### config.mk
export PLATFORM = sky130hd
export DESIGN_NAME = video_control_unit
export DESIGN_NICKNAME = d
export VERILOG_FILES = /design/src/rtl/video_pkg.sv /design/src/rtl/video_control_unit.sv
export SDC_FILE = /design/constraint.sdc
export NUM_CORES = 1
export LEC_CHECK = 0
export ABC_AREA = 1
export CAP_MARGIN = 20
export CELL_PAD_IN_SITES_DETAIL_PLACEMENT = 1
export CELL_PAD_IN_SITES_GLOBAL_PLACEMENT = 2
export CORE_ASPECT_RATIO = 2
export CORE_MARGIN = 1
export CORE_UTILIZATION = 24
export CTS_CLUSTER_SIZE = 14
export DETAILED_ROUTE_END_ITERATION = 6
export GPL_TIMING_DRIVEN = 1
export PLACE_DENSITY_LB_ADDON = 0.1
export SLEW_MARGIN = 25
export SYNTH_ARGS = -nofsm -noshare
export SYNTH_HDL_FRONTEND = slang
export SYNTH_SLANG_ARGS = --single-unit
### constraint.sdc
create_clock -name clk -period 1.4 [get_ports clk]
set_input_delay 0.42 -clock clk [delete_from_list [all_inputs] [get_ports clk]]
set_output_delay 0.42 -clock clk [all_outputs]
set_load 0.05 [all_outputs]
### src/rtl/video_pkg.sv
// Shared opcode, field and FSM-state definitions for the video processor execution stage.
package video_pkg;

    localparam logic [3:0] OP_SET_POS    = 4'b0000;
    localparam logic [3:0] OP_WR_MEM     = 4'b0001;
    localparam logic [3:0] OP_SET_OFFSET = 4'b0010;
    localparam logic [3:0] OP_WAIT_FRAME = 4'b0011;
    localparam logic [3:0] OP_NONE       = 4'b1111;

    localparam logic FIELD_POS    = 1'b0;
    localparam logic FIELD_OFFSET = 1'b1;

    typedef enum logic [2:0] {
        ST_IDLE       = 3'd0,
        ST_WR_REG     = 3'd1,
        ST_MEM_SETUP  = 3'd2,
        ST_MEM_WRITE  = 3'd3,
        ST_WAIT_FRAME = 3'd4,
        ST_DONE       = 3'd5
    } state_t;

endpackage

### src/rtl/video_control_unit.sv
// Execution stage behind the instruction decoder: register-bank writes, sprite-memory
// writes and end-of-frame waits, with a busy flag back to the decoder and a done pulse.
module video_control_unit
    import video_pkg::*;
#(
    parameter int REG_ADDR_W = 5,
    parameter int MEM_ADDR_W = 14,
    parameter int COLOR_W    = 9,
    parameter int MEM_WAIT   = 2
) (
    input  logic                  clk,
    input  logic                  reset,
    input  logic [3:0]            in_opcode,
    input  logic [13:0]           in_register,
    input  logic [31:0]           in_data,
    input  logic                  screen_done,
    output logic                  new_instruction,
    output logic                  done,
    output logic                  regbank_wr_en,
    output logic                  regbank_field,
    output logic [REG_ADDR_W-1:0] regbank_addr,
    output logic [31:0]           regbank_wr_data,
    output logic                  mem_wr_en,
    output logic [MEM_ADDR_W-1:0] mem_addr,
    output logic [COLOR_W-1:0]    mem_wr_data,
    output logic [2:0]            dbg_state_o
);

    localparam logic [3:0] WAIT_LOAD = 4'(MEM_WAIT - 1);

    state_t                state_q, state_d;
    logic [13:0]           reg_q, reg_d;
    logic [31:0]           data_q, data_d;
    logic [3:0]            cnt_q, cnt_d;
    logic                  new_instr_q, new_instr_d;
    logic                  done_q, done_d;
    logic                  rb_wr_en_q, rb_wr_en_d;
    logic                  rb_field_q, rb_field_d;
    logic [REG_ADDR_W-1:0] rb_addr_q, rb_addr_d;
    logic [31:0]           rb_data_q, rb_data_d;
    logic                  mem_wr_en_q, mem_wr_en_d;
    logic [MEM_ADDR_W-1:0] mem_addr_q, mem_addr_d;
    logic [COLOR_W-1:0]    mem_data_q, mem_data_d;

    // Every output register is loaded from the state being entered, so each
    // output is valid for exactly the cycles the FSM spends in its driving state.
    always_comb begin
        state_d    = state_q;
        reg_d      = reg_q;
        data_d     = data_q;
        cnt_d      = cnt_q;
        rb_field_d = rb_field_q;
        rb_addr_d  = rb_addr_q;
        rb_data_d  = rb_data_q;
        mem_addr_d = mem_addr_q;
        mem_data_d = mem_data_q;

        case (state_q)
            ST_IDLE: begin
                if (in_opcode == OP_SET_POS || in_opcode == OP_WR_MEM ||
                    in_opcode == OP_SET_OFFSET || in_opcode == OP_WAIT_FRAME) begin
                    reg_d  = in_register;
                    data_d = in_data;
                end
                case (in_opcode)
                    OP_SET_POS: begin
                        state_d    = ST_WR_REG;
                        rb_field_d = FIELD_POS;
                    end
                    OP_SET_OFFSET: begin
                        state_d    = ST_WR_REG;
                        rb_field_d = FIELD_OFFSET;
                    end
                    OP_WR_MEM:     state_d = ST_MEM_SETUP;
                    OP_WAIT_FRAME: state_d = ST_WAIT_FRAME;
                    default:       state_d = ST_IDLE;
                endcase
            end
            ST_WR_REG: state_d = ST_DONE;
            ST_MEM_SETUP: begin
                cnt_d   = WAIT_LOAD;
                state_d = ST_MEM_WRITE;
            end
            ST_MEM_WRITE: begin
                if (cnt_q == 4'd0) begin
                    state_d = ST_DONE;
                end else begin
                    cnt_d = cnt_q - 4'd1;
                end
            end
            ST_WAIT_FRAME: begin
                if (screen_done) state_d = ST_DONE;
            end
            ST_DONE: state_d = ST_IDLE;
            default: state_d = ST_IDLE;
        endcase

        if (state_d == ST_WR_REG) begin
            rb_addr_d = reg_d[REG_ADDR_W-1:0];
            rb_data_d = data_d;
        end
        if (state_d == ST_MEM_SETUP) begin
            mem_addr_d = reg_d[MEM_ADDR_W-1:0];
            mem_data_d = data_d[COLOR_W-1:0];
        end

        new_instr_d = (state_d != ST_IDLE);
        done_d      = (state_d == ST_DONE);
        rb_wr_en_d  = (state_d == ST_WR_REG);
        mem_wr_en_d = (state_d == ST_MEM_WRITE);
    end

    always_ff @(posedge clk) begin
        if (reset) begin
            state_q     <= ST_IDLE;
            reg_q       <= '0;
            data_q      <= '0;
            cnt_q       <= '0;
            new_instr_q <= 1'b0;
            done_q      <= 1'b0;
            rb_wr_en_q  <= 1'b0;
            rb_field_q  <= 1'b0;
            rb_addr_q   <= '0;
            rb_data_q   <= '0;
            mem_wr_en_q <= 1'b0;
            mem_addr_q  <= '0;
            mem_data_q  <= '0;
        end else begin
            state_q     <= state_d;
            reg_q       <= reg_d;
            data_q      <= data_d;
            cnt_q       <= cnt_d;
            new_instr_q <= new_instr_d;
            done_q      <= done_d;
            rb_wr_en_q  <= rb_wr_en_d;
            rb_field_q  <= rb_field_d;
            rb_addr_q   <= rb_addr_d;
            rb_data_q   <= rb_data_d;
            mem_wr_en_q <= mem_wr_en_d;
            mem_addr_q  <= mem_addr_d;
            mem_data_q  <= mem_data_d;
        end
    end

    assign new_instruction = new_instr_q;
    assign done            = done_q;
    assign regbank_wr_en   = rb_wr_en_q;
    assign regbank_field   = rb_field_q;
    assign regbank_addr    = rb_addr_q;
    assign regbank_wr_data = rb_data_q;
    assign mem_wr_en       = mem_wr_en_q;
    assign mem_addr        = mem_addr_q;
    assign mem_wr_data     = mem_data_q;
    assign dbg_state_o     = state_q;

endmodule

==> metrics.txt, run 1 <==
fmax 678 MHz; Die Y-Extent 195 µm; CTS tree done; GR Overflow Total 0; worst reg-to-reg path cell count 9; first drt pass iteration count 7; Placed Cells 923; crit path max fanout 8; Slew @ Worst Pin 0.341 ns; Post-Route WL 16,500 µm; GRT Overall Usage 0.170; slowest stage delay, CP 0.34 ns; Final Cycle Share 1.05; count leader, synth nand2_1; hold crit path type flop to flop; Worst slew margin 0.772; Critical Path AT 1.81 ns; via count 4,449; flop-to-flop setup slack -0.08 ns; Nets 802; cell taking the most area after synthesis dfxtp_1; Yosys warnings 0; Horiz. Die Dim 98.5 µm; antenna cells 0; Hold Crit Start data_q[23]$_SDFF_PP0_; core area 18,200 µm²; DR DRC count 2; # rows 70; DP Area 6770 µm²; FFs w/ async S/R, synth 0; clock buffer count from CTS 17; synthesized area 4470 µm²; Port Buf Inserts 120; first-pass GRT wire length 25,000 µm; Iteration-0 DRC Markers 90; top post-synthesis cells by area dfxtp_1, nand2_1, nor2_1; insertion delay to the later sink of the worst-skew pair 0.41 ns; hold path depth 2; Detail Placement HPWL 10,400 µm; top_reg_cell synth dfxtp_1; leakage power figure 3.43 nW; final core occ 0.477; RSZ-0062 raised after global routing true; Post-Synthesis Cells 591; crit-path most repeated cell nand2_1; startpoint types flop; Critical-path top delay cell dfxtp_2; final setup skew 0.00939 ns; failing checks DRC, setup timing; I/O pin count 121; Longest Clk Path Bufs 2; vias in the first global route 4,870; initial antenna violation count 0; CP Buf/Inv Count 2; Min-Delay Endpoint data_q[23]$_SDFF_PP0_; Final Non-Filler Cells 974; Period minus WS final 1.48 ns; #FFs+latches synth 118; Place WS -0.546 ns; Post-synth top cells nand2_1, nor2_1, dfxtp_1, a21oi_1, nand3_1; critical setup path kind flop to flop; area grow syn2layout 94.4%; Final Hold Fails 0; Synth top area share 0.529; Initial Utilization 0.245; layout cells sized above 1 0.493; PD cells 1260 nW/µm²; Mean Syn Cell Area 7.56 µm²; Worst path top cell family by delay simple AND/OR/NAND/NOR gates; final setup vio count 66; Cell Chain, Critical Path nor2_4 > nand2_4 > nor2_8 > buf_12 > clkbuf_16 > nand2_1 > nand3_2 > nand2_1 > nor2_1; EDFF count, synth 0; total power 10.9 mW; clock sinks 118; R2R Path End regbank_wr_data[18]$_SDFFE_PP0N_; max cap viols 0; Fill cells 2,008; Vias per Instance 4.57; largest net degree at the start of global routing 57; Routability Congestion 0.759; antenna viol nets, final 0; H-tree levels 4; Netlist cell types 28; Worst Path Required 1.74 ns; status complete, but fails checks; Worst setup EP type flop; routed wire length per instance 16.9 µm; reg2reg start dbg_state_o[1]$_SDFF_PP0_; Finished Cell Area 8680 µm²; sequential element share of the synthesized area 0.529; VDD IR max 0.000795 V; Max Slew Vio Count 0; setup TNS -2.30 ns; die area 19,200 µm²; clk slew on worst S/H paths 0.05 ns; clock root buffer clkbuf_16; setup ws final -0.0757 ns; syn_nets 645; final hold slack 0.474 ns
## where the power goes
group / switching [mW] / total, mW / internal, mW
clock network: 1.51 / 4.41 / 2.90
registers: 0.204 / 3.80 / 3.59
logic: 1.43 / 2.72 / 1.30
total: 3.14 / 10.9 / 7.79
## how the worst max path moves through the flow
stage	from	end	slack, ns	cells after the start
after detailed placement	in_opcode[2]	regbank_wr_data[15]$_SDFFE_PP0N_	-0.55	10
after CTS	dbg_state_o[0]$_SDFF_PP0_	dbg_state_o[0]	-0.05	2
final	dbg_state_o[1]$_SDFF_PP0_	regbank_wr_data[18]$_SDFFE_PP0N_	-0.08	9
after global placement	in_opcode[2]	regbank_wr_data[0]$_SDFFE_PP0N_	-0.52	9
after global routing	dbg_state_o[1]$_SDFF_PP0_	regbank_wr_data[18]$_SDFFE_PP0N_	-0.18	9
after floorplan	dbg_state_o[1]$_SDFF_PP0_	regbank_wr_data[5]$_SDFFE_PP0N_	0.02	9
## timing repair
action                     CTS  global route
pin swaps                    9            40
hold buffers                 0             0
gates cloned                 6             4
resized for setup          147           148
setup buffers                8             5
setup endpoints to repair   85           117
## cell families after synthesis
group | share of synthesized area
flip-flops | 0.529
buffers and inverters | 0.0585
AO/OA/AOI/OAI | 0.0762
XOR/XNOR | 0.00196
AND/OR/NAND/NOR | 0.332
adder cells (fa/ha/maj) | 0.00280
## worst min-delay path, delay by kind of cell, from the launching register on
family          cells  cell delay [ns]
compound gates      1             0.05
flops               1             0.30
simple gates        1             0.07
## cells in the final DEF (no fill, tap or decap), types with 8 or more instances in the layout
| master | synthesis | layout |
|---|---|---|
| nand2_4 | 3 | 49 |
| o21ai_1 | 8 | 8 |
| nand3_2 | 0 | 37 |
| nand2_2 | 1 | 46 |
| nand3_1 | 50 | 13 |
| buf_12 | 0 | 81 |
| clkbuf_16 | 0 | 21 |
| nand2_1 | 167 | 75 |
| a21oi_2 | 0 | 26 |
| a21oi_1 | 55 | 29 |
| buf_4 | 9 | 14 |
| nor2_2 | 1 | 9 |
| buf_6 | 5 | 10 |
| dfxtp_1 | 118 | 82 |
| clkdlybuf4s50_1 | 0 | 48 |
| dfxtp_2 | 0 | 34 |
| nor2_1 | 122 | 111 |
## sequential cells by signal, summed over array words and instances (netlist names)
signal / flops
data_q: 32
regbank_wr_data: 32
mem_addr: 14
reg_q: 14
mem_wr_data: 9
regbank_addr: 5
cnt_q: 4
dbg_state_o: 3
done: 1
mem_wr_en: 1
new_instruction: 1
regbank_field: 1
regbank_wr_en: 1
## final cells by class
type / count / area, µm² / area share
inverter: 16 / 78.8 / 0.00908
clock inverter: 9 / 128 / 0.0147
sequential: 118 / 2410 / 0.278
clock buffer: 20 / 467 / 0.0537
timing repair buffer: 169 / 2650 / 0.305
tap: 216 / 270 / 0.0311
multi-input combinational: 426 / 2680 / 0.309
## routing by layer
metal,vias up,wire length (µm),track usage
met5,-,0,0
met4,0,316,0.0680
met3,15,525,0.0342
met2,96,9870,0.337
met1,2150,5790,0.166
li1,2188,-,-
Power figures use the tool's default switching activity.
==> inputs of run 2 (changes only) <==
--- a/config.mk
+++ b/config.mk
@@ -11,7 +11,7 @@
 export CELL_PAD_IN_SITES_GLOBAL_PLACEMENT = 2
 export CORE_ASPECT_RATIO = 2
 export CORE_MARGIN = 1
-export CORE_UTILIZATION = 24
+export CORE_UTILIZATION = 26
 export CTS_CLUSTER_SIZE = 14
 export DETAILED_ROUTE_END_ITERATION = 6
 export GPL_TIMING_DRIVEN = 1
==> constraint.sdc (replaced) <==
create_clock -name clk -period 1.6 [get_ports clk]
set_input_delay 0.48 -clock clk [delete_from_list [all_inputs] [get_ports clk]]
set_output_delay 0.48 -clock clk [all_outputs]
set_load 0.05 [all_outputs]
==> run 2 against run 1 <==
The run now ends clean. Highest routed layer unchanged. Die area is 7.6% lower. Non-clock buffer count decreased by 15. Sequential cell count unchanged. Global-route usage increased by 0.48 points. Worst hold slack got worse by 0.0061 ns. Clock-buffer cell count unchanged.
==> metrics.txt, run 2 (same netlist as run 1, synthesis figures left out) <==
first drt pass iteration count 4; startpoint types flop; GR Overflow Total 0; commonest non-fill, non-tap cell in the layout nand2_1; total power 9.02 mW; final hold slack 0.468 ns; Final Hold Fails 0; Worst setup EP type primary output; Cell Chain, Critical Path buf_4 > buf_12; slowest stage delay, CP 0.40 ns; Final Non-Filler Cells 953; via count 4,335; leakage power figure 3.02 nW; clk slew on worst S/H paths 0.06 ns; area grow syn2layout 67.6%; fmax 642 MHz; first-pass GRT wire length 23,500 µm; CTS tree done; Worst slew margin 0.725; die area 17,700 µm²; final setup skew 0.00867 ns; critical setup path kind flop to primary output; Max Slew Vio Count 0; antenna viol nets, final 0; clock sinks 118; Longest Clk Path Bufs 2; Die Y-Extent 187 µm; VDD IR max 0.000705 V; PD cells 1200 nW/µm²; # rows 67; DP Area 6740 µm²; H-tree levels 4; Routability Congestion 0.776; Critical Path AT 1.08 ns; number of hold buffers added after cts 0; routed wire length per instance 15.8 µm; Initial Utilization 0.266; crit path max fanout 5; clock buffer count from CTS 17; Horiz. Die Dim 94.7 µm; Finished Cell Area 7490 µm²; Vias per Instance 4.55; most frequent cells in the layout nand2_1, nor2_1, dfxtp_1, buf_12, a21oi_1; RSZ-0062 raised after global routing false; final core occ 0.447; DR DRC count 0; status completed; Post-Route WL 15,000 µm; Fill cells 1,951; antenna cells 0; hold crit path type flop to flop; GRT Overall Usage 0.175; Final Cycle Share 0.973; Iteration-0 DRC Markers 115; final setup vio count 0; layout cells sized above 1 0.206; I/O pin count 121; Critical-path top delay cell dfxtp_2; vias in the first global route 4,706; Detail Placement HPWL 10,700 µm; core area 16,800 µm²; max cap viols 0; Nets 787; Placed Cells 916; Worst Path Required 1.12 ns; Slew @ Worst Pin 0.413 ns; largest net degree at the start of global routing 34; initial antenna violation count 0; Period minus WS final 1.56 ns; insertion delay to the later sink of the worst-skew pair 0.40 ns; clock root buffer clkbuf_16; Port Buf Inserts 120
==> run 2: path summary, 6_finish.rpt <==
check | from | slack, ns | to | cells past startpoint
setup / recovery | dbg_state_o[0]$_SDFF_PP0_ | 0.04 | dbg_state_o[0] | 2
hold / removal | data_q[29]$_SDFF_PP0_ | 0.47 | data_q[29]$_SDFF_PP0_ | 2
setup reg to reg | dbg_state_o[0]$_SDFF_PP0_ | 0.13 | regbank_addr[1]$_SDFFE_PP0N_ | 7
hold reg to reg | data_q[29]$_SDFF_PP0_ | 0.47 | data_q[29]$_SDFF_PP0_ | 2
==> run 2: what timing repair did <==
action,4_1_cts,5_1_grt
resized for setup,2,13
setup endpoints to repair,2,49
setup buffers,0,2
pin swaps,0,2
gates cloned,0,3
==> run 2: per-layer routing <==
| layer | GRT usage | vias up | routed length (µm) |
|---|---|---|---|
| li1 | - | 2165 | - |
| met1 | 0.169 | 2059 | 5470 |
| met2 | 0.340 | 90 | 8660 |
| met3 | 0.0358 | 21 | 544 |
| met4 | 0.0711 | 0 | 361 |
| met5 | 0 | - | 0 |
==> run 2: where the power goes <==
group          switching (mW)  internal, mW  leakage (nW)  total, mW
Sequential              0.146          3.13         0.961       3.28
Clock                    1.38          2.49         0.294       3.87
Combinational            1.01         0.852          1.76       1.86
Total                    2.54          6.47          3.02       9.02
==> run 2: worst max-delay path, delay by kind of cell, from the launching register on <==
kind / cells / cell delay (ns)
buffers and inverters: 2 / 0.28
flip-flops: 1 / 0.40
==> run 2: layout make-up <==
class / instances / area [µm²] / share of cell area
well taps: 207 / 259 / 0.0346
clock inverters: 12 / 153 / 0.0204
clock buffers: 20 / 447 / 0.0596
inverters: 16 / 76.3 / 0.0102
repair buffers: 154 / 2310 / 0.309
multi-input cells: 426 / 1870 / 0.250
flip-flops and latches: 118 / 2370 / 0.316
==> run 2: stage by stage <==
stage | setup WS (ns) | setup TNS (ns)
2_1_floorplan | 0.0542 | 0
3_3_place_gp | -0.405 | -31.20
3_5_place_dp | -0.392 | -32.32
4_1_cts | 0.0120 | 0
5_1_grt | 0.00418 | 0
6_report | 0.0425 | 0
==> RTL edit 1, RTL diff (flow settings as in run 1) <==
Set the parameter `COLOR_W` to 18 (it was 9).
--- a/src/rtl/video_control_unit.sv
+++ b/src/rtl/video_control_unit.sv
@@ -5,7 +5,7 @@
 #(
     parameter int REG_ADDR_W = 5,
     parameter int MEM_ADDR_W = 14,
-    parameter int COLOR_W    = 9,
+    parameter int COLOR_W    = 18,
     parameter int MEM_WAIT   = 2
 ) (
     input  logic                  clk,
Interface: changed (resized mem_wr_data); port bits go from 121 to 130. The function was not compared with the original's and may differ.
==> RTL edit 1 against run 1 <==
Critical endpoint is now dbg_state_o[1]. Global-route usage is 0.53 points higher. Power is 3.9% higher. Area after synthesis is 8.5% higher. Clock power is 3% higher. Register-to-register slack better by 0.03 ns. Clock skew is 0.0019 ns lower. Worst setup slack better by 0.016 ns. Final area is 5.4% higher. Sequential share of layout area is 0.95 points higher. Largest cell class is now buffers. Critical path type is now reg -> out. Wire length is 13% higher. Highest routed layer unchanged. Sequential cell count is 9 higher. The run ends with setup timing left.
==> RTL edit 1: results <==
group,metric,value,unit
status,status,"finished with violations",
status,violations,"setup timing",
route,wl_met1,6790,µm
timing,finClkSkew,0.00745,ns
global_route,grt_pass1_vias,5347,
global_route,globalRouteMet1Util,17.1,%
setup_path,crit-reg2reg-launch,"dbg_state_o[0]$_SDFF_PP0_",
route,drt_first_iter_violations,125,
placed_design,dp_slack,-0.578,ns
logic_synthesis,synth_seq_area_share,52.5,%
timing,setup_viol_count_final,28,
logic_synthesis,synth_compound_area_share,6.97,%
setup_path,rrSetupSlack,-0.05,ns
timing,tns,-0.607,ns
timing,max_slew.worst_pin.slew,0.427,ns
route,vias,4916,
placed_design,gp_congestion,0.738,
timing,layout_setup_ws,-0.0594,ns
placed_design,dp.final_hpwl,10900,µm
logic_synthesis,synth_nets,704,
logic_synthesis,syn_inst,650,
logic_synthesis,yosys.area_share.adder,0.258,%
logic_synthesis,synth_area_leaders,"dfxtp_1 52%, nand2_1 13%, nor2_1 12%, nand3_1 6.2%, a21oi_1 5.2%",
worst_hold_path,min_from,"reset",
global_route,grtUsageMet3,4.23,%
-- RTL edit 1: power breakdown --
part | total, mW | switching [mW] | internal (mW)
clock network | 4.56 | 1.72 | 2.84
registers | 4.05 | 0.190 | 3.86
logic | 2.74 | 1.46 | 1.28
total | 11.4 | 3.37 | 7.99
-- RTL edit 1: how the worst max path moves through the flow --
stage,end,startpoint
3_3_place_gp,mem_wr_data[3]$_SDFFE_PP0N_,in_opcode[2]
5_1_grt,regbank_wr_data[1]$_SDFFE_PP0N_,dbg_state_o[0]$_SDFF_PP0_
2_1_floorplan,mem_addr[4]$_SDFFE_PP0N_,dbg_state_o[1]$_SDFF_PP0_
3_5_place_dp,mem_wr_data[9]$_SDFFE_PP0N_,in_opcode[2]
4_1_cts,dbg_state_o[0],dbg_state_o[0]$_SDFF_PP0_
6_report,dbg_state_o[1],dbg_state_o[1]$_SDFF_PP0_
-- RTL edit 1: kinds of logic (layout without fill, tap and decap cells) --
| kind of cell | count (synthesis) | count (layout) |
|---|---|---|
| compound gates | 67 | 67 |
| fa+ha+maj | 1 | 1 |
| buf+inv | 49 | 229 |
| flops | 127 | 127 |
| simple gates | 406 | 406 |
-- RTL edit 1: what timing repair did --
| item | 4_1_cts | 5_1_grt |
|---|---|---|
| pin swaps | 7 | 50 |
| hold buffers | 0 | 0 |
| buffers inserted | 7 | 6 |
| endpoints found under the setup margin | 130 | 88 |
| gates cloned | 7 | 9 |
| resized for setup | 99 | 159 |
-- RTL edit 1: area by class of cell --
class / count / area [µm²] / area share (%)
multi-input combinational: 474 / 2620 / 28.6
clock inverter: 10 / 126 / 1.38
inverter: 15 / 78.8 / 0.861
tap: 262 / 328 / 3.58
sequential: 127 / 2630 / 28.7
timing repair buffer: 182 / 2890 / 31.6
clock buffer: 22 / 485 / 5.30
==> RTL edit 2, RTL diff (settings of run 1) <==
Made on the original files. Add an input register stage for `in_data`; this delays it by one clock. The other inputs are not delayed to match.
--- a/src/rtl/video_control_unit.sv
+++ b/src/rtl/video_control_unit.sv
@@ -27,6 +27,12 @@
 );
 
     localparam logic [3:0] WAIT_LOAD = 4'(MEM_WAIT - 1);
+
+    logic [31:0] in_data_q;
+
+    always_ff @(posedge clk) begin
+        in_data_q <= in_data;
+    end
 
     state_t                state_q, state_d;
     logic [13:0]           reg_q, reg_d;
@@ -60,7 +66,7 @@
                 if (in_opcode == OP_SET_POS || in_opcode == OP_WR_MEM ||
                     in_opcode == OP_SET_OFFSET || in_opcode == OP_WAIT_FRAME) begin
                     reg_d  = in_register;
-                    data_d = in_data;
+                    data_d = in_data_q;
                 end
                 case (in_opcode)
                     OP_SET_POS: begin
Formal check against the unedited RTL: not equivalent (Yosys sat finds a counterexample within 4 cycles, from zero or initial values and one cycle with reset high).
==> RTL edit 2 against run 1 <==
The run ends with setup timing left. Worst setup slack improved by 0.014 ns. Sequential cell count increased by 32. First-iteration DRC count increased by 3.3%. Area after synthesis increased by 14%. Final area increased by 1.4%. Power increased by 11%. Wire length increased by 1.2%. Synthesized cell count increased by 7.3%.
==> RTL edit 2: results <==
group,metric,value,unit
status,status,"finished with violations",
status,violations,"setup timing",
global_route,grt_start_max_net_pins,33,
logic_synthesis,syn_inst,634,
global_route,grt_pass1_vias,5060,
setup_path,cp_slowest_cell,"dfxtp_4",
logic_synthesis,synth_seq_area_share,59.0,%
clocking,cts.repair.resized,85,
route,drt-total-wl,16700,µm
logic_synthesis,ys_types,24,
clocking,post-cts-setup-buffers,7,
timing,setup_viol_count_final,18,
placed_design,dp.final_hpwl,10600,µm
power_and_ir_drop,seqPwrFrac,39.2,%
power_and_ir_drop,vdd_drop_max,0.812,mV
global_route,grt_pass1_wl,26100,µm
timing,max_slew.worst_pin.slew,0.305,ns
clocking,clk_latency,0.43,ns
logic_synthesis,netlist_top_cells_count,"174 x nand2_1, 150 x dfxtp_1, 136 x nor2_1",
route,wl_per_cell,15.6,µm
placed_design,placed_cells,1019,
setup_path,slowest_delay,0.36,ns
global_route,grtUsageTotal,15.8,%
final_layout,finalNetCount,845,
timing,layout_setup_ws,-0.0616,ns
final_layout,drive_above_1_share,32.7,%
setup_path,ff2ff_path_depth,11,
logic_synthesis,synth_area_leaders,"dfxtp_1 59%, nand2_1 13%, nor2_1 10%, nand3_1 5.8%, a21oi_1 4.9%",
timing,finClkSkew,0.00673,ns
route,drt_first_iter_violations,93,
power_and_ir_drop,p_sw,3.22,mW
power_and_ir_drop,p_leak,3.53,nW
worst_hold_path,worst_hold_path_type,"in -> reg",
route,drtPass1Iterations,4,
logic_synthesis,synth_nets,688,
power_and_ir_drop,power_combinational,2.38,mW
setup_path,arrival,1.04,ns
placed_design,gp_congestion,0.734,
## RTL edit 2: metrics by stage
| stage | instance area, µm² | setup WS [ns] | hold slack, ns | setup TNS (ns) |
|---|---|---|---|---|
| floorplan | 5100 | 0.0220 | 0.447 | 0 |
| global placement | 7460 | -0.612 | 0.456 | -52.56 |
| detailed placement | 7460 | -0.628 | 0.464 | -54.66 |
| CTS | 8530 | -0.0985 | 0.285 | -2.88 |
| global route | 8800 | -0.103 | 0.308 | -4.09 |
| finish | 8800 | -0.0616 | 0.306 | -0.346 |
## RTL edit 2: worst paths after layout
check                       startpoint  slack [ns]                      endpoint
max          dbg_state_o[2]$_SDFF_PP0_       -0.06                dbg_state_o[2]
min                              reset        0.31          data_q[3]$_SDFF_PP0_
max reg2reg  dbg_state_o[0]$_SDFF_PP0_       -0.03  regbank_addr[1]$_SDFFE_PP0N_
min reg2reg      data_q[18]$_SDFF_PP0_        0.47         data_q[18]$_SDFF_PP0_
## RTL edit 2: routing by layer
metal  up-vias  track usage, %  part of all wire [%]
met1      2244            15.7                    38
met2        94            30.9                    57
met4         0            6.46                   2.0
li1       2327               -                     -
met3        17            3.67                   3.3
met5         -               0                     0
## RTL edit 2: cell type report
class / count / area (µm²)
clock buffers: 20 / 478
clock inverters: 12 / 171
fillers: 2335 / 12100
inverters: 15 / 78.8
multi-input cells: 438 / 2000
flip-flops and latches: 150 / 3090
well taps: 269 / 337
repair buffers: 169 / 2640
## RTL edit 2: logic make-up (layout without fill, tap and decap cells)
logic type	after synthesis	count (layout)	share of synthesized area [%]
simple gates	378	378	30.4
fa+ha+maj	1	1	0.246
buf+inv	46	216	4.50
compound gates	59	59	5.85
flops	150	150	59.0
## RTL edit 2: worst max-delay path, delay by kind of cell, from the launching register on
family / cells / cell delay (ns)
flops: 1 / 0.36
buf+inv: 2 / 0.26
